$ cat src/rtl/arb_out_queue_pkg.sv
// Shared defaults, the queue entry layout, and pointer/count widths for the arbiter output queue.
package arb_out_queue_pkg;

    localparam int DEPTH_DEF  = 4;
    localparam int DATA_W_DEF = 8;
    localparam int TAG_W_DEF  = 2;

    localparam int PTR_W_DEF  = $clog2(DEPTH_DEF);
    localparam int CNT_W_DEF  = PTR_W_DEF + 1;
    localparam int ENT_W_DEF  = TAG_W_DEF + DATA_W_DEF;

    // One queued arbiter grant: the chosen source index travels with its payload.
    typedef struct packed {
        logic [TAG_W_DEF-1:0]  tag;
        logic [DATA_W_DEF-1:0] data;
    } entry_t;

endpackage

$ cat src/rtl/arb_out_queue_ram.sv
// Entry storage for the arbiter output queue: synchronous write, combinational read, no reset.
module queue_ram #(
    parameter int DEPTH = 4,
    parameter int WIDTH = 10,
    parameter int PTR_W = 2
) (
    input  logic             clk,
    input  logic             i_we,
    input  logic [PTR_W-1:0] i_waddr,
    input  logic [WIDTH-1:0] i_wdata,
    input  logic [PTR_W-1:0] i_raddr,
    output logic [WIDTH-1:0] o_rdata
);

    logic [WIDTH-1:0] r_mem [DEPTH];

    // Write the incoming entry into the addressed slot; contents are never cleared.
    always_ff @(posedge clk) begin
        if (i_we) begin
            r_mem[i_waddr] <= i_wdata;
        end
    end

    assign o_rdata = r_mem[i_raddr];

endmodule

$ cat src/rtl/arb_out_queue.sv
// Output queue behind an arbiter: buffers {tag, data} grants in arrival order.
// Ready depends only on fullness and valid only on emptiness, so neither handshake
// side forms a combinational path to the other.
module arb_out_queue
    import arb_out_queue_pkg::*;
#(
    parameter int DEPTH  = DEPTH_DEF,
    parameter int DATA_W = DATA_W_DEF,
    parameter int TAG_W  = TAG_W_DEF
) (
    input  logic                   clk,
    input  logic                   reset,
    input  logic                   io_enq_valid,
    output logic                   io_enq_ready,
    input  logic [DATA_W-1:0]      io_enq_bits_data,
    input  logic [TAG_W-1:0]       io_enq_bits_tag,
    output logic                   io_deq_valid,
    input  logic                   io_deq_ready,
    output logic [DATA_W-1:0]      io_deq_bits_data,
    output logic [TAG_W-1:0]       io_deq_bits_tag,
    output logic [$clog2(DEPTH):0] io_count
);

    localparam int PTR_W = $clog2(DEPTH);
    localparam int CNT_W = PTR_W + 1;
    localparam int ENT_W = TAG_W + DATA_W;

    logic [PTR_W-1:0] r_enq_ptr;
    logic [PTR_W-1:0] r_deq_ptr;
    logic             r_maybe_full;

    logic             w_ptr_match;
    logic             w_full;
    logic             w_empty;
    logic             w_enq_fire;
    logic             w_deq_fire;
    logic             w_ram_we;
    logic [PTR_W-1:0] w_diff;
    logic [ENT_W-1:0] w_wr_entry;
    logic [ENT_W-1:0] w_rd_entry;

    assign w_ptr_match  = (r_enq_ptr == r_deq_ptr);
    assign w_full       = w_ptr_match &&  r_maybe_full;
    assign w_empty      = w_ptr_match && !r_maybe_full;

    assign io_enq_ready = !w_full;
    assign io_deq_valid = !w_empty;

    assign w_enq_fire   = io_enq_valid && io_enq_ready;
    assign w_deq_fire   = io_deq_valid && io_deq_ready;

    // A fire during the reset cycle must leave no trace, including in storage.
    assign w_ram_we     = w_enq_fire && !reset;
    assign w_wr_entry   = {io_enq_bits_tag, io_enq_bits_data};

    queue_ram #(
        .DEPTH (DEPTH),
        .WIDTH (ENT_W),
        .PTR_W (PTR_W)
    ) u_ram (
        .clk     (clk),
        .i_we    (w_ram_we),
        .i_waddr (r_enq_ptr),
        .i_wdata (w_wr_entry),
        .i_raddr (r_deq_ptr),
        .o_rdata (w_rd_entry)
    );

    assign io_deq_bits_tag  = w_rd_entry[ENT_W-1:DATA_W];
    assign io_deq_bits_data = w_rd_entry[DATA_W-1:0];

    // Pointer difference wraps modulo DEPTH; equal pointers mean DEPTH when full.
    assign w_diff   = r_enq_ptr - r_deq_ptr;
    assign io_count = w_full ? CNT_W'(DEPTH) : {1'b0, w_diff};

    // Advance pointers on each fire and track whether equal pointers mean full or empty.
    always_ff @(posedge clk) begin
        if (reset) begin
            r_enq_ptr    <= '0;
            r_deq_ptr    <= '0;
            r_maybe_full <= 1'b0;
        end else begin
            if (w_enq_fire) begin
                r_enq_ptr <= r_enq_ptr + 1'b1;
            end
            if (w_deq_fire) begin
                r_deq_ptr <= r_deq_ptr + 1'b1;
            end
            if (w_enq_fire != w_deq_fire) begin
                r_maybe_full <= w_enq_fire;
            end
        end
    end

endmodule

$ cat config.mk
export PLATFORM = sky130hd
export DESIGN_NAME = arb_out_queue
export DESIGN_NICKNAME = d
export VERILOG_FILES = /design/src/rtl/arb_out_queue_pkg.sv /design/src/rtl/arb_out_queue_ram.sv /design/src/rtl/arb_out_queue.sv
export SDC_FILE = /design/constraint.sdc
export NUM_CORES = 1
export LEC_CHECK = 0
export CAP_MARGIN = 20
export CORE_MARGIN = 3
export CORE_UTILIZATION = 45
export DETAILED_ROUTE_END_ITERATION = 8
export HOLD_SLACK_MARGIN = 0.02
export PLACE_DENSITY = 0.68
export SLEW_MARGIN = 5
export SYNTH_ARGS = -nofsm -noshare
export SYNTH_HDL_FRONTEND = slang
export SYNTH_SLANG_ARGS = --single-unit
$ cat constraint.sdc
create_clock -name clk -period 3.1 [get_ports clk]
set_input_delay 0.465 -clock clk [delete_from_list [all_inputs] [get_ports clk]]
set_output_delay 0.465 -clock clk [all_outputs]
set_load 0.005 [all_outputs]
==> out/metrics.yaml <==
status: "complete, no violations"
drt_iter0_markers: 87
whs_path_depth: 2
final_cells: 200
die_w_um: 72.2
ioPinCount: 29
antenna_cells: 0
drc: 0
ys_seq_elements: 47
p_int_uw: 1370
path_max_fanout: 10
mappedNetlistNets: 135
cts_buffers: 5
finalSetupViolCount: 0
rr_startpoint: "r_enq_ptr[0]"
wl_per_cell_um: 16.1
clk_path_buf_depth: 2
use_met1: 0.179
synth_cell_type_count: 31
finalCriticalPeriod_ps: 2560
postRouteAntennaNets: 0
grt_max_degree: 16
holdCritPathClass: "register to register"
synth_cells: 116
leakagePower_uw: 0.000818
grt_overflow: 0
p_comb_frac: 0.311
max_cap_viol_count: 0
grt_pass1_vias: 1088
worst_ep_required_time_ps: 2630
placeableCoreArea_sq_um: 4120
rows: 23
r2r_setup_slack_ps: 1190
hold_path.startpoint: "r_deq_ptr[1]"
ys.flop_type: "edfxtp_1"
clk_pin_slew_ps: 80
vias_per_cell: 5.48
dp_hpwl_um: 2280
clk_latency_ps: 290
cts_hold_buf: 0
fin_ws_ps: 538
synth_warnings: 0
met2_usage: 0.229
dr.pass1.iters: 4
drt-total-wl_um: 3230
drive_gt1_frac: 0.167
cp-start-kind: "register"
crit_type: "register to output port"
tightest_slew_ps: 675
final_nets: 168
grt_busiest_layer: "met2"
vias: 1095
pre_cts_ws_ps: 783
yosysSeqAreaShare: 0.681
grt_pass1_wl_um: 5400
setup_tns_ps: 0
syn_area_per_cell_sq_um: 17.0
crit_path_end_kind: "output port"
async_flop_share: 0
clkPwrFrac: 0.231
met3_usage: 0.0360
clock_sinks: 47
slew_violations: 0
synth_edf_count: 40
arrival_ps: 2100
rsz0062_at_grt: "no"
p_per_area_nw_per_um2: 778
cts-root-buf: "clkbuf_8"
pwr-share-seq: 0.459
initial_core_util: 0.479
antenna_found_initial: 0
fin_skew_ps: 9.03
tritoncts: "yes"
htree_levels: 2
peakVddDrop_v: 0.000494
die_h_um: 72.2
grt_util_all_layers: 0.137
die_area_sq_um: 5210
final_core_util: 0.587
portBuffers: 28
hold_viol_final: 0
p_switching_uw: 512
fin_crit_sh: 0.827
gp_congestion: 0.847
area_growth_syn_to_layout_pct: 22.6
maxSlewHeadroom: 0.550
postCtsResizedCells: 0
fmax_mhz: 390
cts_setup_buffers: 0
swShare: 0.273
synth_area_sq_um: 1970
r2r-end: "u_ram.r_mem[2][7]"
place_inst: 192
ff2ff_path_depth: 4
==> critical path, stage by stage (launching register included) <==
cell and delay, ps:
dfxtp_1 760, mux4_2 590, clkdlybuf4s50_1 460
==> registers in the layout (all words and copies together) (netlist names), named ones only <==
signal,flops
u_ram.r_mem,40
r_maybe_full,1
r_enq_ptr,2
r_deq_ptr,2
==> power by group through the flow <==
stage | logic, uW | registers [uW] | clock network [uW]
2_1_floorplan | 357 | 827 | 0
4_1_cts | 592 | 865 | 440
3_5_place_dp | 591 | 880 | 0
3_3_place_gp | 582 | 874 | 0
5_1_grt | 644 | 879 | 467
6_report | 583 | 861 | 433
==> final cells by class <==
type	count	area (sq um)
Tap cell	50	62.6
Timing Repair Buffer	31	303
Multi-Input combinational cell	58	573
Inverter	6	22.5
Fill cell	319	1700
Clock inverter	3	42.5
Sequential cell	47	1340
Clock buffer	5	68.8
==> how the worst max path moves through the flow <==
| stage | from | end | slack (ps) | depth (start not counted) |
|---|---|---|---|---|
| floorplan | r_enq_ptr[0] | u_ram.r_mem[0][0] | 980 | 5 |
| global placement | register | io_deq_bits_data[7] | 800 | 2 |
| detailed placement | register | io_deq_bits_data[7] | 780 | 2 |
| CTS | register | io_deq_bits_data[7] | 460 | 2 |
| global route | register | io_deq_bits_tag[1] | 380 | 2 |
| finish | register | io_deq_bits_data[7] | 540 | 2 |
==> Yosys cell counts, types with 2 or more instances <==
cell type / n / area [sq um]
a21oi_1: 2 / 10.0
a311o_1: 2 / 20.0
a31oi_1: 2 / 12.5
and3_1: 2 / 12.5
buf_2: 2 / 10.0
dfxtp_1: 7 / 140
edfxtp_1: 40 / 1200
ha_1: 5 / 62.6
inv_1: 5 / 18.8
mux4_2: 10 / 225
nand2_1: 8 / 30.0
nand3_1: 3 / 15.0
nand4_1: 2 / 12.5
nor3_1: 3 / 15.0
nor3b_1: 5 / 37.5
o21ai_0: 2 / 10.0
or3_1: 2 / 12.5
==> routing by layer <==
layer / part of all wire / vias up
met2: 0.50 / 25
li1: - / 523
met1: 0.45 / 545
met4: 0.0068 / 0
met3: 0.043 / 2
met5: 0 / -
==> logic make-up after synthesis <==
kind of cell | Yosys count | synth area share
buf+inv | 11 | 0.0280
fa+ha+maj | 5 | 0.0318
compound gates | 11 | 0.0388
mux | 10 | 0.114
simple gates | 30 | 0.0934
flops | 47 | 0.681
xor+xnor | 2 | 0.0127
==> per-stage QoR <==
stage / total power [uW] / area (sq um) / hold WS (ps)
finish: 1880 / 2410 / 591
global route: 1990 / 2410 / 656
CTS: 1900 / 2410 / 590
detailed placement: 1470 / 2300 / 582
global placement: 1460 / 2300 / 566
floorplan: 1180 / 1970 / 533
==> placed cells by master (no fill, tap or decap), types with 2 or more instances in the layout <==
cell type / instances
a21oi_1: 2
buf_4: 3
inv_1: 5
nor3b_1: 5
a311o_1: 2
clkbuf_8: 5
nand4_1: 2
clkdlybuf4s50_1: 28
nand2_1: 8
nand3_1: 3
dfxtp_1: 7
o21ai_0: 2
ha_1: 5
nor3_1: 3
or3_1: 2
mux4_2: 10
and3_1: 2
edfxtp_1: 40
a31oi_1: 2
Note: power is estimated with default switching activity, not from simulation.
